**config.mk**
```make
export PLATFORM = sky130hd
export DESIGN_NAME = reg_wport_arbiter
export DESIGN_NICKNAME = d
export VERILOG_FILES = /design/src/rtl/reg_wport_arbiter_pkg.sv /design/src/rtl/reg_wport_arbiter_rr_pick.sv /design/src/rtl/reg_wport_arbiter.sv
export SDC_FILE = /design/constraint.sdc
export NUM_CORES = 1
export LEC_CHECK = 0
export BUFFER_PORTS_ARGS = -buffer_cell sky130_fd_sc_hd__buf_4
export CORE_UTILIZATION = 37
export CTS_CLUSTER_SIZE = 8
export DETAILED_ROUTE_END_ITERATION = 10
export HOLD_SLACK_MARGIN = 0.08
export PLACE_DENSITY_LB_ADDON = 0.1
export SLEW_MARGIN = 20
export SYNTH_ARGS = -nofsm -noshare
export SYNTH_HDL_FRONTEND = slang
export SYNTH_SLANG_ARGS = --single-unit
```
**constraint.sdc**
```tcl
create_clock -name clk -period 2.66 [get_ports clk]
set_input_delay 0.798 -clock clk [delete_from_list [all_inputs] [get_ports clk]]
set_output_delay 0.798 -clock clk [all_outputs]
set_load 0.05 [all_outputs]
```
**src/rtl/reg_wport_arbiter_pkg.sv**
```systemverilog
// Shared types and constants for the register write-port arbiter.
// Holds the state encoding, the default data width and the pointer width.
package reg_wport_arbiter_pkg;

    typedef enum logic {
        ST_IDLE  = 1'b0,
        ST_GRANT = 1'b1
    } state_t;

    localparam int DEF_W = 32;
    localparam int PTR_W = 3;

endpackage

```
**src/rtl/reg_wport_arbiter_rr_pick.sv**
```systemverilog
// Combinational round-robin picker: first set bit of mask starting at ptr.
// Ports: mask[N] candidates, ptr start index, onehot[N] winner (0 if none).
module reg_wport_arbiter_rr_pick
    import reg_wport_arbiter_pkg::*;
#(
    parameter int N = 4
) (
    input  logic [N-1:0]     mask,
    input  logic [PTR_W-1:0] ptr,
    output logic [N-1:0]     onehot
);

    localparam int IW = (N > 1) ? $clog2(N) : 1;

    logic [IW-1:0] idx;
    logic          found;

    always_comb begin
        onehot = '0;
        found  = 1'b0;
        idx    = '0;
        for (int k = 0; k < N; k++) begin
            idx = IW'((int'(ptr) + k) % N);
            if (!found && mask[idx]) begin
                onehot[idx] = 1'b1;
                found       = 1'b1;
            end
        end
    end

endmodule

```
**src/rtl/reg_wport_arbiter.sv**
```systemverilog
// Round-robin arbiter sharing one enable-gated register write port among
// N requesters with req/ack handshake and capped locked bursts.
// Ports: clk, rst (async high), req/lock[N], wdata[N*W] in;
//        gnt/ack[N], reg_ce, reg_d[W], busy out.
module reg_wport_arbiter
    import reg_wport_arbiter_pkg::*;
#(
    parameter int N        = 4,
    parameter int W        = DEF_W,
    parameter int MAX_LOCK = 4
) (
    input  logic           clk,
    input  logic           rst,
    input  logic [N-1:0]   req,
    input  logic [N-1:0]   lock,
    input  logic [N*W-1:0] wdata,
    output logic [N-1:0]   gnt,
    output logic [N-1:0]   ack,
    output logic           reg_ce,
    output logic [W-1:0]   reg_d,
    output logic           busy
);

    localparam int LW = (MAX_LOCK > 1) ? $clog2(MAX_LOCK) : 1;
    localparam logic [LW-1:0] LOCK_LAST = LW'(MAX_LOCK - 1);

    state_t           state;
    logic [PTR_W-1:0] ptr;
    logic [N-1:0]     gnt_q;
    logic [LW-1:0]    lock_cnt;

    logic [N-1:0]     pick_req;
    logic [N-1:0]     pick_rest;
    logic [N-1:0]     rest;
    logic [PTR_W-1:0] g_idx;
    logic [PTR_W-1:0] ptr_nxt;

    always_comb begin
        g_idx = '0;
        for (int i = 0; i < N; i++) begin
            if (gnt_q[i]) g_idx = PTR_W'(i);
        end
        ptr_nxt = (int'(g_idx) == N - 1) ? '0 : g_idx + 1'b1;
    end

    // The just-served requester is excluded so its still-high req
    // in the ack cycle cannot earn a second write.
    assign rest = req & ~gnt_q;

    reg_wport_arbiter_rr_pick #(.N(N)) u_pick_idle (
        .mask   (req),
        .ptr    (ptr),
        .onehot (pick_req)
    );

    reg_wport_arbiter_rr_pick #(.N(N)) u_pick_rest (
        .mask   (rest),
        .ptr    (ptr_nxt),
        .onehot (pick_rest)
    );

    assign gnt    = gnt_q;
    assign ack    = gnt_q & req;
    assign reg_ce = |ack;
    assign busy   = (state == ST_GRANT);

    always_comb begin
        reg_d = '0;
        for (int i = 0; i < N; i++) begin
            reg_d |= wdata[i*W +: W] & {W{gnt_q[i]}};
        end
    end

    always_ff @(posedge clk or posedge rst) begin
        if (rst) begin
            state    <= ST_IDLE;
            gnt_q    <= '0;
            ptr      <= '0;
            lock_cnt <= '0;
        end else begin
            unique case (state)
                ST_IDLE: begin
                    if (|req) begin
                        gnt_q    <= pick_req;
                        lock_cnt <= '0;
                        state    <= ST_GRANT;
                    end
                end
                ST_GRANT: begin
                    if (!(|ack)) begin
                        // Withdrawn: no write, keep ptr, re-arbitrate.
                        gnt_q    <= pick_req;
                        lock_cnt <= '0;
                        state    <= (|req) ? ST_GRANT : ST_IDLE;
                    end else if ((|(lock & gnt_q)) &&
                                 (lock_cnt < LOCK_LAST)) begin
                        lock_cnt <= lock_cnt + 1'b1;
                    end else begin
                        ptr      <= ptr_nxt;
                        lock_cnt <= '0;
                        if (|rest) begin
                            gnt_q <= pick_rest;
                        end else begin
                            gnt_q <= '0;
                            state <= ST_IDLE;
                        end
                    end
                end
            endcase
        end
    end

endmodule
```
# After elaboration in Yosys (flattened, before gate mapping)
# Index checks and enable logic that the tools add are counted.
[classes]
eq_ne = 3
order_cmp = 17
bitwise_logic = 19
n_addsub = 8
div_mod_pow = 0
shift = 0
mux = 64
reduce_logical = 27
multipliers = 0
[ops]
columns = ["cell", "n"]
rows = [
  ["$and 32x32->32", 4],
  ["$or 32x32->32", 3],
  ["$mux 4", 12],
  ["$mux 1", 27],
  ["$lt 2x3->1 const B", 8],
  ["$or 4x4->4", 6],
  ["$bmux 1 s2", 8],
  ["$demux 1 s2", 8],
  ["$ge 2x1->1 const B", 8],
  ["$reduce_or 4->1", 4],
  ["$logic_and 1x1->1", 15],
  ["$and 4x4->4", 3],
  ["$mux 2", 6],
  ["$add 2x1->2 const B", 4],
  ["$add 2x2->2 const B", 4],
  ["$pmux 4 s2", 1],
  ["$logic_not 1->1", 6],
  ["$not 4->4", 1],
  ["$pmux 2 s2", 1],
  ["$eq 3x3->1 const B", 1],
  ["$ne 3x3->1 const B", 1],
  ["$reduce_and 3->1", 1],
  ["$lt 2x2->1 const B", 1],
  ["$ne 2x2->1 const B", 1],
  ["3 further kinds", 4],
]
[totals]
latchBits = 0
output_inout_bits = 42
ram_bits = 0
in_bits = 138
romBits = 0
regBits = 9
mem_count = 0
elab_cells = 142

# Depth between registers and ports, before layout
[logic_depth]
word_depth = 21
depth_mapped = 9
depth_no_buf = 9

# Hierarchy
# Synthesis repeated with hierarchy kept, for this count alone.
[unflattened]
cells_unflattened = 251
area_unflattened_um2 = 2010.7
[modules_own_cells]
columns = ["module", "area_each_um2", "cells_per_inst", "seq_area_each_um2", "n_inst"]
rows = [
  ["reg_wport_arbiter", 1335.0, 179, 225.2, 1],
  ["reg_wport_arbiter_rr_pick", 337.8, 36, 0.0, 2],
]

# Least setup slack after synthesis
# No wires, ideal clock.
[synth_path]
path_kind = "input to output"
start = "input port req[0]"
end = "output port reg_ce"
required_time_ps = 1862
setup_slack_ps = 33
stages = 3
arrival_time_ps = 1829
n_path_buf = 1
cell_sequence = "and2_1 -> or4_4 -> buf_6"
[synth_via]
elab_chain_cells = 2
[synth_lines]
columns = ["item", "line_no", "rtl"]
rows = [
  ["start: declaration", "reg_wport_arbiter.sv:14", "input logic [N-1:0] req,"],
  ["$and 4x4->4", "reg_wport_arbiter.sv:63", "assign ack = gnt_q & req;"],
  ["$reduce_or 4->1", "reg_wport_arbiter.sv:64", "assign reg_ce = |ack;"],
  ["end: declaration", "reg_wport_arbiter.sv:19", "output logic reg_ce,"],
]
# No other way between the ends.

# Worst setup path in the final report
[layout_path]
start = "input port req[3]"
end = "output port reg_ce"
# Same word-level chain as after synthesis.

==> results.py <==
metrics = {
    "global_route": {
        "grt_pass1_wl_mm": 11.7,
        "grt_pass1_vias": 2313,
        "grt-ovfl-total": 0,
        "grt_max_degree": 43,
        "antenna_found_initial": 0,
        "track_usage_pct": 29.0,
    },
    "worst_setup_path": {
        "cp_max_fo": 2,
        "r2r_slack_ns": 0.23,
        "r2r_cells": 8,
        "cpMostUsedCell": "buf_4",
        "slowest_stage": "or4_4",
        "r2r_start": "gnt[3]",
        "crit_path_max_incr_delay_ns": 0.55,
        "cp.required_ns": 1.86,
        "crit_type": "input port to primary output",
        "r2r-end": "gnt[1]",
        "crit_arrival_ns": 1.82,
        "path_cells": "buf_4 -> and2_4 -> or4_4 -> buf_4",
        "cp-end-kind": "primary output",
        "critPathLaunchType": "input port",
    },
    "placement": {
        "dp_hpwl_mm": 6.44,
        "port_buffers": 179,
        "dp.cells": 459,
        "gp_routability_congestion": 0.956,
    },
    "routing": {
        "postRouteAntennaNets": 0,
        "remaining_drc_errors": 0,
        "avgRoutedWirePerCell_um": 17.4,
        "drt-vias-per-instance": 5.66,
        "drtIter0Drc": 136,
        "wirelength_mm": 8.08,
        "dr.pass1.iters": 5,
        "num_vias": 2621,
    },
    "layout": {
        "layout_commonest_cell": "buf_4",
        "diodes": 0,
        "fillers": 413,
        "area_delta_synth_final_pct": 82.0,
        "ff_latch_area_um2": 225,
        "finalNonFillerCells": 463,
        "fin_nets": 561,
        "drive_above_1_share_pct": 52.1,
        "final_core_utilization_pct": 69.8,
        "multi_input_area_um2": 1460,
        "final_cell_mix": "193 x buf_4, 66 x a22oi_1, 37 x nand2_1",
    },
    "timing": {
        "rsz0062_at_grt": "no",
        "finalMaxSlewViolations": 0,
        "finalHoldViolations": 0,
        "period_needed_ns": 2.62,
        "tns_ns": 0,
        "min_period_over_period_pct": 98.4,
        "clock_skew_ns": 0.00552,
        "slew_headroom_pct": 61.2,
        "max_freq_mhz": 382,
        "setup_viol": 0,
        "worstMarginPinSlew_ns": 0.580,
    },
    "cts": {
        "postCtsSetupBuffers": 0,
        "clock_latency_ns": 0.23,
        "numClockSinks": 9,
        "clkSlewWorstSetupHoldPaths_ns": 0.04,
        "numCtsBuffers": 3,
        "holdBufCountCts": 0,
        "cts_tree": "yes",
        "ctsResizeCount": 0,
        "cts_buffer_depth": 2,
        "htree_levels": 1,
        "clockRootBuffer": "clkbuf_8",
    },
    "hold_path": {
        "hold_depth": 1,
        "min_path_type": "flip-flop to flip-flop",
        "hold_start": "lock_cnt[1]",
        "hold_end": "lock_cnt[1]",
    },
    "synth": {
        "ys_async_sr_fraction_pct": 100,
        "ys_seq_area_share_pct": 12.5,
        "synth_ff_type": "dfrtp_1",
        "synth_nets": 381,
        "ys_types": 40,
        "synth_enable_flop_cells": 0,
        "syn_area_um2": 1800,
        "yosys_warnings": 0,
        "synth-seq-cells": 9,
        "synth_top_area_share_pct": 27.5,
        "syn_area_per_cell_um2": 7.83,
        "synthTopCellsByArea": "a22oi_1 28%, dfrtp_1 13%, ha_1 9.0%",
        "yosys.area.top_type": "a22oi_1",
        "netlist_instances": 230,
    },
    "floorplanning": {
        "num_io_pins": 180,
        "die_w_um": 71.8,
        "die_h_um": 71.8,
        "fp.dieArea_um2": 5150,
        "placementRows": 25,
        "core_area_um2": 4690,
        "start_util_pct": 38.4,
    },
    "power": {
        "powerDensity_nw_per_um2": 1280,
        "total_power_uw": 4210,
        "ir_worst_vdd_v": 0.000786,
        "leakage_uw": 0.00167,
    },
    "flow_run": {
        "cap_violations": 0,
    },
    "run_status": {
        "status": "finished, final reports clean",
    },
}
power by group:
| group | internal (µW) | switching (µW) | leakage (µW) | total [µW] |
|---|---|---|---|---|
| combinational | 1340 | 2400 | 0.00154 | 3740 |
| clock | 104 | 53.7 | 0.0000228 | 158 |
| sequential | 209 | 103 | 0.000107 | 312 |
cell usage after synthesis, drive strengths merged, types with 4 or more instances:
| cell type | instances |
|---|---|
| clkbuf | 9 |
| mux2i | 6 |
| a221oi | 5 |
| nor3b | 4 |
| nand2b | 5 |
| ha | 13 |
| and2 | 4 |
| mux4 | 4 |
| nor2b | 7 |
| a311oi | 4 |
| dfrtp | 9 |
| nand2 | 37 |
| o21ai | 5 |
| o2111ai | 4 |
| inv | 9 |
| a22oi | 66 |
| a21oi | 7 |
| nor2 | 6 |
| buf | 9 |
critical path, delay by kind of cell:
family | cells | cell delay [ns]
simple gates | 2 | 0.70
buf+inv | 2 | 0.32
kinds of logic (layout without fill, tap and decap cells):
kind of cell             count (synthesis)  after routing  share of synthesized area, %
flip-flops                               9              9                          12.5
AND/OR/NAND/NOR                         71             71                          20.2
multiplexers                            12             12                          9.59
adder cells (fa/ha/maj)                 13             13                          9.03
AO/OA/AOI/OAI                           98             98                          42.1
buffers and inverters                   27            206                          6.60
worst max path at each step:
stage,from,endpoint,slack [ns]
floorplan,req[0],reg_ce,0.03
global placement,req[3],reg_ce,0.05
detailed placement,req[3],reg_ce,0.04
CTS,req[3],reg_ce,0.04
global route,req[3],reg_ce,0.03
finish,req[3],reg_ce,0.04
registers in the layout, indices dropped and copies added, names as in the netlist:
name / flops
ptr: 2
lock_cnt: 2
gnt: 4
busy: 1
routing by layer:
layer	vias up	GRT usage (%)	routed length, µm
met5	-	0	0
met4	0	4.58	87
met3	8	12.9	1110
met2	165	45.1	3720
met1	1190	37.7	3160
li1	1258	-	-
cell type report:
type                            count  area share [%]
Timing Repair Buffer              193            44.2
Clock buffer                        4            1.37
Inverter                            9            1.03
Tap cell                           54            2.06
Multi-Input combinational cell    194            44.4
Sequential cell                     9            6.87
per-stage QoR:
| stage | hold slack (ns) | worst slack, ns | instance area (µm²) |
|---|---|---|---|
| finish | 0.504 | 0.0435 | 3280 |
| global route | 0.518 | 0.0298 | 3280 |
| CTS | 0.510 | 0.0433 | 3280 |
| detailed placement | 0.500 | 0.0433 | 3230 |
| global placement | 0.494 | 0.0464 | 3230 |
| floorplan | 0.477 | 0.0329 | 1800 |
Note: power is estimated with default switching activity, not from simulation.
